[config.mk]
export PLATFORM = sky130hd
export DESIGN_NAME = add_mul_comp_sub_4_bit_issue
export DESIGN_NICKNAME = d
export VERILOG_FILES = /design/src/rtl/add_mul_comp_sub_4_bit_issue.sv
export SDC_FILE = /design/constraint.sdc
export NUM_CORES = 1
export LEC_CHECK = 0
export BUFFER_PORTS_ARGS = -buffer_cell sky130_fd_sc_hd__buf_2
export CAP_MARGIN = 10
export CORE_ASPECT_RATIO = 0.75
export CORE_MARGIN = 1.5
export CORE_UTILIZATION = 60
export DETAILED_ROUTE_END_ITERATION = 16
export GPL_TIMING_DRIVEN = 1
export MAX_ROUTING_LAYER = met4
export PLACE_DENSITY = 0.84
export SLEW_MARGIN = 20
export SYNTH_ARGS = -nofsm -noshare
export SYNTH_HDL_FRONTEND = slang
export SYNTH_SLANG_ARGS = --single-unit
[constraint.sdc]
create_clock -name clk -period 3.45 [get_ports clk]
set_input_delay 0.5175 -clock clk [delete_from_list [all_inputs] [get_ports clk]]
set_output_delay 0.5175 -clock clk [all_outputs]
set_load 0.05 [all_outputs]
[src/rtl/add_mul_comp_sub_4_bit_issue.sv]
// Issue/capture stage for the 4-bit arithmetic unit: operand FIFO, settle timer, tagged result register.
// Ports: in_* request stream, dut_a/dut_b/dut_result unit hookup, out_* result stream, fifo_level occupancy.
module add_mul_comp_sub_4_bit_issue #(
  parameter int DEPTH         = 4,
  parameter int TAG_W         = 4,
  parameter int SETTLE_CYCLES = 1
) (
  input  logic                     clk,
  input  logic                     rst_n,
  input  logic                     in_valid,
  output logic                     in_ready,
  input  logic [3:0]               in_a,
  input  logic [3:0]               in_b,
  input  logic [TAG_W-1:0]         in_tag,
  output logic [3:0]               dut_a,
  output logic [3:0]               dut_b,
  input  logic [7:0]               dut_result,
  output logic                     out_valid,
  input  logic                     out_ready,
  output logic [7:0]               out_result,
  output logic [TAG_W-1:0]         out_tag,
  output logic [$clog2(DEPTH):0]   fifo_level
);

  localparam int AW = $clog2(DEPTH);
  localparam int CW = (SETTLE_CYCLES > 1) ? $clog2(SETTLE_CYCLES + 1) : 1;

  if (SETTLE_CYCLES < 1) begin : g_bad_settle
    $error("SETTLE_CYCLES must be at least 1");
  end
  if (DEPTH < 2 || (DEPTH & (DEPTH - 1)) != 0) begin : g_bad_depth
    $error("DEPTH must be a power of two, at least 2");
  end

  typedef struct packed {
    logic [3:0]       a;
    logic [3:0]       b;
    logic [TAG_W-1:0] tag;
  } entry_t;

  typedef enum logic [1:0] {
    IDLE,
    SETTLE,
    HOLD
  } state_t;

  state_t           state;
  state_t           state_nx;
  entry_t           mem [DEPTH];
  entry_t           head;
  logic [AW-1:0]    wr_ptr;
  logic [AW-1:0]    rd_ptr;
  logic [AW:0]      count;
  logic [CW-1:0]    cnt;
  logic [TAG_W-1:0] tag_q;
  logic             push;
  logic             pop;
  logic             capture;
  logic             done;

  // in_ready looks only at the registered count, so a pop never
  // opens the FIFO to a push within the same cycle.
  assign in_ready   = (count != (AW+1)'(DEPTH));
  assign push       = in_valid && in_ready;
  assign fifo_level = count;
  assign head       = mem[rd_ptr];

  always_ff @(posedge clk or negedge rst_n) begin
    if (!rst_n) state <= IDLE;
    else        state <= state_nx;
  end

  always_comb begin
    state_nx = state;
    pop      = 1'b0;
    capture  = 1'b0;
    done     = 1'b0;
    unique case (state)
      IDLE: begin
        if (count != '0) begin
          pop      = 1'b1;
          state_nx = SETTLE;
        end
      end
      SETTLE: begin
        if (cnt == CW'(1)) begin
          capture  = 1'b1;
          state_nx = HOLD;
        end
      end
      HOLD: begin
        if (out_ready) begin
          done = 1'b1;
          if (count != '0) begin
            pop      = 1'b1;
            state_nx = SETTLE;
          end else begin
            state_nx = IDLE;
          end
        end
      end
      default: state_nx = IDLE;
    endcase
  end

  always_ff @(posedge clk) begin
    if (push) mem[wr_ptr] <= '{a: in_a, b: in_b, tag: in_tag};
  end

  always_ff @(posedge clk or negedge rst_n) begin
    if (!rst_n) begin
      wr_ptr <= '0;
      rd_ptr <= '0;
      count  <= '0;
    end else begin
      if (push) wr_ptr <= wr_ptr + AW'(1);
      if (pop)  rd_ptr <= rd_ptr + AW'(1);
      case ({push, pop})
        2'b10:   count <= count + (AW+1)'(1);
        2'b01:   count <= count - (AW+1)'(1);
        default: count <= count;
      endcase
    end
  end

  always_ff @(posedge clk or negedge rst_n) begin
    if (!rst_n) begin
      dut_a      <= '0;
      dut_b      <= '0;
      tag_q      <= '0;
      cnt        <= '0;
      out_valid  <= 1'b0;
      out_result <= '0;
      out_tag    <= '0;
    end else begin
      if (pop) begin
        dut_a <= head.a;
        dut_b <= head.b;
        tag_q <= head.tag;
        cnt   <= CW'(SETTLE_CYCLES);
      end else if (state == SETTLE) begin
        cnt <= cnt - CW'(1);
      end
      if (capture) begin
        out_result <= dut_result;
        out_tag    <= tag_q;
        out_valid  <= 1'b1;
      end else if (done) begin
        out_valid <= 1'b0;
      end
    end
  end

endmodule

==> reports/metrics.cfg <==
[routing]
drtAntennaViolNets = 0
wl_per_cell_um = 16.6
drt_iter0_drc = 79
wirelength_mm = 4.97
drcViolationCount = 0
dr.pass1.iters = 4
detail_route.vias_per_cell = 5.28
vias = 1580

[logic_synthesis]
synth.avg_cell_area_sq_um = 20.0
synth_area_leaders = edfxtp_1 44%, dfrtp_1 27%, mux4_2 6.9%, mux2_2 5.9%, mux2_4 4.1%
ys_types = 29
synth_top_area_cell = edfxtp_1
syn_nets = 194
yosysTopAreaCellShare = 0.441
netlist_instances = 164
synth_area_sq_um = 3270
synth_seq_area_share = 0.708
yosys_register_bits = 83
ys_warn_count = 0

[cts]
cts_setup_buffers = 0
clkSlewWorstSetupHoldPaths_ns = 0.08
clk_path_buf_depth = 2
htree_num_levels = 3
cts_resized = 0
cts-root-buf = clkbuf_8
clkSinkCount = 83
cts_tree = built
hold_buffers = 0
clk-insertion-delay-late_ns = 0.35
cts_made_buffers = 9

[floorplanning]
die_area_sq_um = 5910
core_area_sq_um = 5300
die_h_um = 67.0
ios = 49
die_w_um = 88.3
rows = 23
start_util = 0.618

[final_layout]
drive_gt1_frac = 0.469
fin_nets = 249
seqCellArea_sq_um = 2320
diodes = 0
multi_input_area_sq_um = 891
syn2layout_area_growth_pct = 14.1
n_fill_cell = 362

[timing]
worst_pin_slew_ns = 0.813
fin_crit_ns = 2.16
clock_skew_ns = 0.00449
rsz0062_at_grt = false
min_period_over_period = 0.626
hold_viol_final = 0
max_freq_mhz = 463
setup_tns_ns = 0
slew_violations = 0
slew_headroom = 0.458
finalSetupViolCount = 0

[global_route]
grt_remaining_overflow = 0
grt_use_total = 0.200
grt_pass1_wl_mm = 7.87
grt_max_degree = 36
first_global_vias = 1542
antenna_found_initial = 0

[setup_path]
r2r_cells = 6
path_cells = or3b_4 > and2_4 > inv_1 > ha_1 > fa_1 > mux2_2
cp-end-kind = flop
cp_slowest_cell = dfrtp_1
cp.arrival_ns = 2.40
cp.depth = 6
reg2reg_slack_ns = 1.29
cp.required_ns = 3.69
cp_top_family = simple AND/OR/NAND/NOR gates
worst_setup_path_start_kind = flop
critical_path.max_fanout = 6
crit_buf_inv = 1
path_class = flop to flop
critPathMaxStageDelay_ns = 0.46

[run]
cap_violations = 0

[run_status]
status = finished clean

[placed_design]
portBuffers = 48
hpwlAfterDp_mm = 3.39
place.gp.congestion = 0.849

[worst_hold_path]
hold_class = primary input to asynchronous set/reset pin

==> stage by stage <==
step	setup slack, ns	hold WS [ns]	util	area (sq um)	instances
6_report	1.29	0.238	0.705	3730	299
5_1_grt	1.21	0.287	0.705	3730	299
4_1_cts	1.30	0.255	0.705	3730	299
3_5_place_dp	1.30	0.487	0.673	3560	283
3_3_place_gp	1.38	0.481	0.673	3560	283
2_1_floorplan	1.02	0.222	-	3270	164
==> metal layers <==
metal  global-route usage  wire length [um]
met2                0.304              2510
met4               0.0801                91
met1                0.242              2140
met3               0.0781               221
met5                    -                 0
==> synthesized netlist by cell type <==
cell and instances:
nand2_1 2, edfxtp_1 48, buf_4 1, xor2_1 3, and3_1 4, or3b_4 1, and2_4 1, buf_6 1
mux4_2 10, nor3_4 1, buf_2 2, and2b_1 1, nor2_1 2, dfrtp_1 35, fa_1 1, mux2_4 9
buf_12 1, mux4_1 2, or3_1 1, a21oi_1 2, xnor2_1 3, ha_1 5, nor4b_1 1, o31ai_1 1
nor3_2 1, or2_1 1, mux2_2 17, nor2b_1 3, inv_1 4
==> worst paths after layout <==
kind	start	end
worst min register to register	out_result[5]	out_result[5]
worst max register to register	fifo_level[0]	fifo_level[1]
max in group asynchronous	rst_n	dut_a[1]
worst max-delay path	fifo_level[0]	fifo_level[1]
worst min-delay path	rst_n	out_result[2]
min in group clk	in_b[2]	mem[2][6]
==> cells by family (layout without fill, tap and decap cells) <==
logic type,count (synthesis),count (layout),synth area share
AO/OA/AOI/OAI,3,3,0.00535
XOR/XNOR,6,6,0.0161
adder cells (fa/ha/maj),6,6,0.0252
buffers and inverters,9,69,0.0195
flip-flops,83,83,0.708
multiplexers,38,38,0.185
AND/OR/NAND/NOR,19,19,0.0409
==> placed cells by master, fill, tap and decap left out <==
cell and n:
mux2_4 9, a21oi_1 2, xnor2_1 3, nand2_1 2
nor2b_1 3, nor4b_1 1, mux2_2 17, fa_1 1
edfxtp_1 48, nor3_4 1, clkbuf_8 9, ha_1 5
clkinv_4 2, mux4_2 10, and2b_1 1, mux4_1 2
buf_2 48, or3_1 1, or2_1 1, o31ai_1 1
or3b_4 1, buf_4 1, xor2_1 3, nor3_2 1
and3_1 4, inv_1 4, nor2_1 2, dfrtp_1 35
and2_4 1, clkinvlp_4 1, clkinv_2 4
==> area by class of cell <==
cell class / instances / area share
Tap cell: 75 / 0.0251
Sequential cell: 83 / 0.621
Timing Repair Buffer: 49 / 0.0664
Clock buffer: 9 / 0.0332
Clock inverter: 7 / 0.0121
Inverter: 4 / 0.00402
Multi-Input combinational cell: 72 / 0.239
==> state kept, by name, indices dropped and copies added (netlist names) <==
register / flops
mem: 48
dut_a: 4
dut_b: 4
out_result: 8
out_valid: 1
out_tag: 4
rd_ptr: 2
fifo_level: 3
state: 2
tag_q: 4
wr_ptr: 2
cnt: 1
Power is not shown: default switching activity piles up to over one toggle a cycle in this logic, so the estimate is an artifact.
